## src/rtl/osc_pkg.sv

```systemverilog
// osc_pkg: shared waveform/FSM encodings and LFSR constants for the poly oscillator.
package osc_pkg;

    typedef enum logic [1:0] {
        WVF_SQUARE   = 2'd0,
        WVF_SAW      = 2'd1,
        WVF_TRIANGLE = 2'd2,
        WVF_NOISE    = 2'd3
    } wave_t;

    typedef enum logic [1:0] {
        IDLE = 2'd0,
        RUN  = 2'd1,
        DONE = 2'd2
    } state_t;

    localparam logic [15:0] LFSR_SEED = 16'hACE1;
    // Taps 16,14,13,11 expressed as bit positions 15,13,12,10.
    localparam logic [15:0] LFSR_TAPS = 16'hB400;

endpackage

```

## src/rtl/osc_wave_gen.sv

```systemverilog
// osc_wave_gen: combinational waveform generator shared by all voices.
module osc_wave_gen
    import osc_pkg::*;
#(
    parameter int PHASE_WIDTH  = 24,
    parameter int OUTPUT_WIDTH = 12
) (
    input  logic [PHASE_WIDTH-1:0]  phase,
    input  wave_t                   sel,
    input  logic [OUTPUT_WIDTH-1:0] pw,
    input  logic [15:0]             lfsr,
    output logic [OUTPUT_WIDTH-1:0] sample
);

    logic [OUTPUT_WIDTH-1:0] t;
    logic [OUTPUT_WIDTH-1:0] u;
    // Low phase bits and low LFSR bits do not reach the output.
    logic [PHASE_WIDTH+15:0] unused_bits;

    assign unused_bits = {phase, lfsr};

    always_comb begin
        t = phase[PHASE_WIDTH-1 -: OUTPUT_WIDTH];
        u = phase[PHASE_WIDTH-2 -: OUTPUT_WIDTH];
        sample = sel == WVF_SAW      ? t :
                 sel == WVF_SQUARE   ? {OUTPUT_WIDTH{t < pw}} :
                 sel == WVF_TRIANGLE ? (phase[PHASE_WIDTH-1] ? ~u : u) :
                                       lfsr[15 -: OUTPUT_WIDTH];
    end

endmodule

```

## src/rtl/poly_oscillator.sv

```systemverilog
// poly_oscillator: NUM_VOICES phase accumulators sharing one waveform generator,
// processed one voice per cycle after each sample strobe and mixed to mono.
module poly_oscillator
    import osc_pkg::*;
#(
    parameter int NUM_VOICES   = 4,
    parameter int PHASE_WIDTH  = 24,
    parameter int FREQ_BITS    = 16,
    parameter int OUTPUT_WIDTH = 12,
    localparam int VOICE_BITS  = $clog2(NUM_VOICES)
) (
    input  logic                    main_clk,
    input  logic                    reset,
    input  logic                    sample_en,
    input  logic                    cfg_we,
    input  logic [VOICE_BITS-1:0]   cfg_voice,
    input  logic [1:0]              cfg_sel,
    input  logic [FREQ_BITS-1:0]    cfg_freq,
    input  logic [OUTPUT_WIDTH-1:0] cfg_pw,
    input  logic                    cfg_gate,
    output logic [OUTPUT_WIDTH-1:0] mix_out,
    output logic                    mix_valid,
    output logic                    busy,
    output logic                    overrun
);

    localparam int ACC_WIDTH = OUTPUT_WIDTH + VOICE_BITS;
    localparam logic [OUTPUT_WIDTH-1:0] PW_RESET = OUTPUT_WIDTH'(1) << (OUTPUT_WIDTH - 1);

    logic [PHASE_WIDTH-1:0]  phase [NUM_VOICES];
    logic [FREQ_BITS-1:0]    freq  [NUM_VOICES];
    wave_t                   sel   [NUM_VOICES];
    logic [OUTPUT_WIDTH-1:0] pw    [NUM_VOICES];
    logic                    gate  [NUM_VOICES];

    state_t                  state;
    logic [VOICE_BITS-1:0]   idx;
    logic [ACC_WIDTH-1:0]    acc;
    logic [15:0]             lfsr;
    logic [OUTPUT_WIDTH-1:0] sample;

    osc_wave_gen #(
        .PHASE_WIDTH  (PHASE_WIDTH),
        .OUTPUT_WIDTH (OUTPUT_WIDTH)
    ) u_wave_gen (
        .phase  (phase[idx]),
        .sel    (sel[idx]),
        .pw     (pw[idx]),
        .lfsr   (lfsr),
        .sample (sample)
    );

    // Config writes land at the edge, so a voice being processed this cycle still sees its old values.
    always_ff @(posedge main_clk) begin
        if (!reset) begin
            for (int i = 0; i < NUM_VOICES; i++) begin
                freq[i] <= '0;
                sel[i]  <= WVF_SQUARE;
                pw[i]   <= PW_RESET;
                gate[i] <= 1'b0;
            end
        end else if (cfg_we) begin
            freq[cfg_voice] <= cfg_freq;
            sel[cfg_voice]  <= wave_t'(cfg_sel);
            pw[cfg_voice]   <= cfg_pw;
            gate[cfg_voice] <= cfg_gate;
        end
    end

    always_ff @(posedge main_clk) begin
        if (!reset) begin
            for (int i = 0; i < NUM_VOICES; i++) phase[i] <= '0;
            state     <= IDLE;
            idx       <= '0;
            acc       <= '0;
            lfsr      <= LFSR_SEED;
            mix_out   <= '0;
            mix_valid <= 1'b0;
            overrun   <= 1'b0;
        end else begin
            mix_valid <= 1'b0;
            if (sample_en && state != IDLE) overrun <= 1'b1;
            case (state)
                IDLE: if (sample_en) begin
                    acc   <= '0;
                    idx   <= '0;
                    state <= RUN;
                end
                RUN: begin
                    // Ungated voices still advance so they stay phase-continuous.
                    phase[idx] <= phase[idx] + PHASE_WIDTH'(freq[idx]);
                    acc        <= acc + (gate[idx] ? ACC_WIDTH'(sample) : '0);
                    lfsr       <= {lfsr[14:0], ^(lfsr & LFSR_TAPS)};
                    if (idx == VOICE_BITS'(NUM_VOICES - 1)) state <= DONE;
                    else idx <= idx + 1'b1;
                end
                DONE: begin
                    mix_out   <= acc[ACC_WIDTH-1 -: OUTPUT_WIDTH];
                    mix_valid <= 1'b1;
                    state     <= IDLE;
                end
                default: state <= IDLE;
            endcase
        end
    end

    assign busy = state != IDLE;

endmodule

```

## config.mk

```make
export PLATFORM = sky130hd
export DESIGN_NAME = poly_oscillator
export DESIGN_NICKNAME = d
export VERILOG_FILES = /design/src/rtl/osc_pkg.sv /design/src/rtl/osc_wave_gen.sv /design/src/rtl/poly_oscillator.sv
export SDC_FILE = /design/constraint.sdc
export NUM_CORES = 1
export LEC_CHECK = 0
export CAP_MARGIN = 20
export CORE_MARGIN = 10
export CORE_UTILIZATION = 35
export CTS_CLUSTER_DIAMETER = 80
export DETAILED_ROUTE_END_ITERATION = 8
export PLACE_DENSITY = 0.58
export SYNTH_ARGS = -nofsm -noshare
export SYNTH_HDL_FRONTEND = slang
export SYNTH_SLANG_ARGS = --single-unit
export TNS_END_PERCENT = 20
```

## constraint.sdc

```tcl
create_clock -name main_clk -period 6.2 [get_ports main_clk]
set_input_delay 0.62 -clock main_clk [delete_from_list [all_inputs] [get_ports main_clk]]
set_output_delay 0.62 -clock main_clk [all_outputs]
set_load 0.005 [all_outputs]
```

; ---- Yosys cells after proc, flatten, opt, wreduce, memory -nomap -nowiden
; Memory sizes are Yosys's and may differ from the RTL's. A register that Yosys moved wholly into a read port is not among the register bits.
; Index checks and enable logic that the tools add are counted.
; W data, S select, Z words.
[word_totals]
regBits = 48
mem_bits_rw = 220
n_memories = 5
output_inout_bits = 15
inputBits = 37
[classes]
n_addsub = 3
n_eq_ne = 8
n_bitwise = 1
n_reduce_logical = 14
n_mux = 46
order_cmp = 1
[memory_table]
columns = name, words, width, rd, rd_clocked_by_memory_dff, write_ports, line_no
row1 = phase, 4, 24, 1, 1, 4, poly_oscillator.sv:30  ; logic [PHASE_WIDTH-1:0] phase [NUM_VOICES];
row2 = freq, 4, 16, 1, 1, 4, poly_oscillator.sv:31  ; logic [FREQ_BITS-1:0] freq [NUM_VOICES];
row3 = pw, 4, 12, 1, 1, 4, poly_oscillator.sv:33  ; logic [OUTPUT_WIDTH-1:0] pw [NUM_VOICES];
row4 = sel, 4, 2, 1, 1, 4, poly_oscillator.sv:32  ; wave_t sel [NUM_VOICES];
row5 = gate, 4, 1, 1, 1, 4, poly_oscillator.sv:34  ; logic gate [NUM_VOICES];
[ops]
columns = cell, count
row1 = $mux W12, 6
row2 = $mux W2, 20
row3 = $pmux W14 S2, 1
row4 = $add A24 B16 Y24, 1
row5 = $mux W24, 1
row6 = $reduce_or A24 Y1, 1
row7 = $mux W16, 1
row8 = $reduce_or A16 Y1, 1
row9 = $reduce_xor A16 Y1, 1
row10 = $add A14 B12 Y14, 1
row11 = $mux W1, 14
row12 = $mux W14, 1
row13 = $lt A12 B12 Y1, 1
row14 = $not A12 Y12, 1
row15 = $reduce_or A12 Y1, 1
row16 = $pmux W2 S2, 2
row17 = $eq A2 B2 Y1 const B, 3
row18 = $ne A2 B2 Y1 const B, 3
row19 = $eq A2 B1 Y1 const B, 2
row20 = $logic_not A2 Y1, 2
row21 = $reduce_and A2 Y1, 2
row22 = $reduce_bool A2 Y1, 2
row23 = $reduce_and A3 Y1, 1
row24 = $add A2 B1 Y2 const B, 1
row25 = other kinds (3), 3

; ---- Logic depth before layout (Yosys ltp)
; Gate-level depths: netlist (run 1).
[logic_depth]
word_depth = 8
ltp_mapped = 22

; ---- Modules after synthesis
; From an unflattened synthesis (run 1), not the netlist that was laid out.
[hier_totals]
cells_unflattened = 1100
hier_area_um2 = 13704.4
[by_module_without_submodules]
columns = mod, area_each_um2, n_inst, cells_per_inst, seq_area_each_um2
row1 = poly_oscillator, 12821.0, 1, 1001, 7577.3
row2 = osc_wave_gen, 883.3, 1, 99, 0.0

; ---- Least setup slack after synthesis (run 1)
; No wires, ideal clock.
[synth_path]
path_kind = register to register
startpoint = reg with a tool-made name
endpoint = reg acc[8]
required_ps = 6083
path_stages_with_launch = 23
arrival_time_ps = 4777
slack_ps = 1306
cell_sequence = dfxtp_1 -> buf_4 -> buf_6 -> buf_2 -> buf_2 -> mux4_2 -> inv_1 -> ha_1 -> a21o_1 -> nand3_1 -> a21oi_1 -> a2111oi_0 -> o2111ai_2 -> o21ai_0 -> ha_1 -> inv_1 -> fa_1 -> nor2b_1 -> o21ai_0 -> a21oi_1 -> o221a_2 -> o21ai_0 -> a32o_1
[synth_lines]
columns = item, line_no
row1 = "end signal, assigned", poly_oscillator.sv:92  ; acc <= acc + (gate[idx] ? ACC_WIDTH'(sample) : '0);
row2 = "end, declared", poly_oscillator.sv:38  ; logic [ACC_WIDTH-1:0] acc;

==> results of run 1 <==
[power groups by stage]
stage               clock network (mW)  registers [mW]  logic, mW
global route                      1.79            2.13      0.772
global placement                     0            2.16      0.694
detailed placement                   0            2.16      0.702
CTS                               1.72            2.12      0.706
floorplan                            0            2.14      0.518
finish                            1.68            2.12      0.701
[path summary, 6_finish.rpt]
kind / to / start
worst min-delay path: gate[0]$_DFF_P_ / gate[0]$_DFF_P_
worst max-delay path: acc[8]$_SDFFE_PN0P_ / flop
worst min register to register: gate[0]$_DFF_P_ / gate[0]$_DFF_P_
worst max register to register: acc[8]$_SDFFE_PN0P_ / flop
[registers in the layout, indices dropped and copies added (netlist names), named ones only]
register / count
sel: 8
lfsr: 16
mix_valid: 1
gate: 4
pw: 48
freq: 64
overrun: 1
acc: 14
mix_out: 12
phase: 96
state: 2
idx: 2
[area by class of cell]
| cell class | instances | area, µm² | area share (%) |
|---|---|---|---|
| tap | 525 | 657 | 4.11 |
| clock buffer | 32 | 747 | 4.68 |
| clock inverter | 21 | 169 | 1.06 |
| timing repair buffer | 76 | 706 | 4.42 |
| multi-input combinational | 794 | 6020 | 37.7 |
| sequential | 270 | 7580 | 47.5 |
| inverter | 23 | 86.3 | 0.541 |
[cell families (layout without fill, tap and decap cells)]
kind of cell,after synthesis,in the layout
AO/OA/AOI/OAI,162,162
XOR/XNOR,30,30
adder cells (fa/ha/maj),42,42
buffers and inverters,92,152
flip-flops,270,270
multiplexers,90,90
AND/OR/NAND/NOR,470,470
[stage by stage]
| step | power [mW] | worst slack [ns] | cells |
|---|---|---|---|
| floorplan | 2.65 | 1.31 | 1156 |
| global placement | 2.85 | 0.901 | 1688 |
| detailed placement | 2.86 | 0.785 | 1688 |
| CTS | 4.54 | 0.755 | 1741 |
| global route | 4.69 | 0.267 | 1741 |
| finish | 4.50 | 0.747 | 1741 |
[cell usage in the layout, fill, tap and decap left out, types with 6 or more instances in the layout]
| master | count |
|---|---|
| nand4_1 | 14 |
| o21ai_0 | 25 |
| o21a_1 | 8 |
| clkdlybuf4s50_1 | 50 |
| clkbuf_16 | 29 |
| and2_1 | 100 |
| edfxtp_1 | 217 |
| nor3b_2 | 6 |
| a21boi_0 | 22 |
| mux4_2 | 53 |
| nand2b_1 | 28 |
| nand3_1 | 15 |
| ha_1 | 40 |
| nand2_1 | 149 |
| nor3_1 | 16 |
| inv_1 | 23 |
| buf_4 | 24 |
| o211ai_1 | 6 |
| nor2b_1 | 14 |
| dfxtp_1 | 51 |
| o21ai_1 | 7 |
| o22ai_1 | 8 |
| a211o_1 | 9 |
| xnor2_1 | 15 |
| a21o_1 | 13 |
| xor2_1 | 15 |
| and3_1 | 39 |
| a21oi_1 | 23 |
| mux2i_1 | 34 |
| nor2_1 | 69 |
[metal layers]
metal	part of all wire, %	up-vias
met3	3.4	39
met2	49	168
met5	0	-
li1	-	4325
met4	2.0	0
met1	45	4480
[worst max-delay path, delay by kind of cell (launching register included)]
kind / cells / cell delay [ns]
simple gates: 2 / 0.25
mux: 1 / 0.39
buf+inv: 2 / 0.31
compound gates: 10 / 2.77
fa+ha+maj: 3 / 0.97
flops: 1 / 0.65
==> results.yml, run 1 <==
route:
  drt_iter0_markers: 548
  drc: 0
  first_pass_iters: 5
  post_drt_via_cell_ratio: 5.18
  antenna_left: 0
  wl_per_cell_um: 19.2
  drt-total-wl_um: 33400
  vias: 9012
min_path:
  whs_path_depth: 2
  hold_path.class: "flop to flop"
grt:
  grt_use_met3_pct: 1.60
  use_met1_pct: 18.3
  grtUsageMet2_pct: 23.7
  grt_max_degree: 62
  grt_first_pass_wirelength_um: 53200
  antenna_found_initial: 0
  grt_pass1_vias: 9298
  top_usage_layer: "met2"
  grtUsageTotal_pct: 13.9
  grt_overflow: 0
yosys:
  synth.area.top_cells: "edfxtp_1 47%, mux4_2 8.5%, dfxtp_1 7.6%"
  ys_ff_latch: 270
  synth_top_family_by_area: "simple AND/OR/NAND/NOR gates"
  yosysTopAreaCell: "edfxtp_1"
  synthDominantCellAreaShare_pct: 46.6
  synth.distinct_cells: 74
  syn-num-nets: 1235
  ys_warn_count: 0
  synth_area_um2: 14000
  synth_area_per_cell_um2: 12.1
  synth_mux_area_share_pct: 11.2
  ys.flop_type: "edfxtp_1"
  yosysMostFrequentCell: "edfxtp_1"
  synth-adder-area-share_pct: 3.87
  synth_simple_gate_area_share_pct: 17.3
  yosysSeqAreaShare_pct: 54.2
  synth-edff-count: 217
  netlist_top_cells_count: "217 x edfxtp_1, 149 x nand2_1, 100 x and2_1"
  synthXorXnorAreaFrac_pct: 1.88
  postSynthCellCount: 1156
  synth-compound-area-share_pct: 8.63
  async_flop_share_pct: 0
sta:
  clock-skew-final_ns: 0.0131
  final-setup-viol-count: 0
  slew_headroom_pct: 32.9
  hold_ws_ns: 0.464
  fin_crit_sh_pct: 88.0
  fin_tns_setup_ns: 0
  maxSlewViolCount: 0
  hold_violations: 0
  rsz0062_at_grt: "no"
  fin_crit_ns: 5.45
  fmax_mhz: 183
  worst_pin_slew_ns: 1.00
power_and_ir_drop:
  power_frac_seq_pct: 47.1
  sw_frac_of_total_pct: 26.8
  ir_drop_v: 0.000191
  clkPwrFrac_pct: 37.3
  p_per_area_nw_per_um2: 282
  power_switching_mw: 1.20
  p_leak_nw: 5.82
  p_comb_share_pct: 15.6
  power_report.internal_total_mw: 3.30
cells_and_area:
  fillers: 3818
  fin_nets: 1273
  drive_above_1_share_pct: 13.2
  syn_to_final_growth_pct: 14.3
  antennaDiodeCount: 0
  fin_util_pct: 40.3
  post-route-cell-area_um2: 16000
clock_tree:
  cts_tree: "yes"
  postCtsHoldBufs: 0
  ctsResizeCount: 0
  htreeDepth: 1
  cts-root-buf: "clkbuf_16"
  cts_sinks: 270
  clkLatencyLatePin_ns: 0.56
  cts_setup_buffers: 0
  cts_buffers: 29
  clkSlewWorstSetupHoldPaths_ns: 0.06
  clockBufferDepth: 3
floorplanning:
  ios: 52
  start_util_pct: 35.2
  dieArea_um2: 48300
  core_area_um2: 39600
  die_w_um: 220
  die_y_um: 220
  rows: 73
placed_design:
  place_area_um2: 15100
  place_congestion: 0.864
  port_buffers: 51
  dpl.hpwl_um: 22600
worst_setup_path:
  cpMaxStageDelayCell: "dfxtp_2"
  startpoint_type: "flop"
  crit_arrival_ns: 5.90
  crit_fanout: 16
  crit_path_frequent_cell: "o21ai_0"
  cp.required_ns: 6.65
  cp-end-kind: "flop"
  crit_type: "flop to flop"
  r2r_cells: 18
  reg2reg_slack_ns: 0.75
  max_stage_delay_ns: 0.65
  path_cells: "mux2_2 -> o21ai_1 -> inv_1 -> ha_1 -> nand4_1 -> a21oi_1 -> a2111oi_0 -> o2111ai_2 -> o21ai_0 -> ha_1 -> inv_1 -> fa_1 -> nor2b_1 -> o21ai_0 -> a21oi_1 -> o221a_2 -> o21ai_0 -> a32o_1"
run:
  drv_cap: 0
status:
  run_status: "completed"
(Power assumes the default switching activity.)
==> run 2: changes to the inputs <==
--- a/config.mk
+++ b/config.mk
@@ -11,6 +11,7 @@
 export CTS_CLUSTER_DIAMETER = 80
 export DETAILED_ROUTE_END_ITERATION = 8
 export PLACE_DENSITY = 0.58
+export SLEW_MARGIN = 0
 export SYNTH_ARGS = -nofsm -noshare
 export SYNTH_HDL_FRONTEND = slang
 export SYNTH_SLANG_ARGS = --single-unit
==> results of run 2 <==
Same layout as run 1: the final DEF is identical, and so are final timing and power.
==> run 3: changes to the inputs <==
--- a/config.mk
+++ b/config.mk
@@ -11,7 +11,7 @@
 export CTS_CLUSTER_DIAMETER = 80
 export DETAILED_ROUTE_END_ITERATION = 8
 export PLACE_DENSITY = 0.58
-export SLEW_MARGIN = 0
+export SLEW_MARGIN = 20
 export SYNTH_ARGS = -nofsm -noshare
 export SYNTH_HDL_FRONTEND = slang
 export SYNTH_SLANG_ARGS = --single-unit
==> results of run 3 <==
Same layout as run 1: the final DEF is identical, and so are final timing and power.
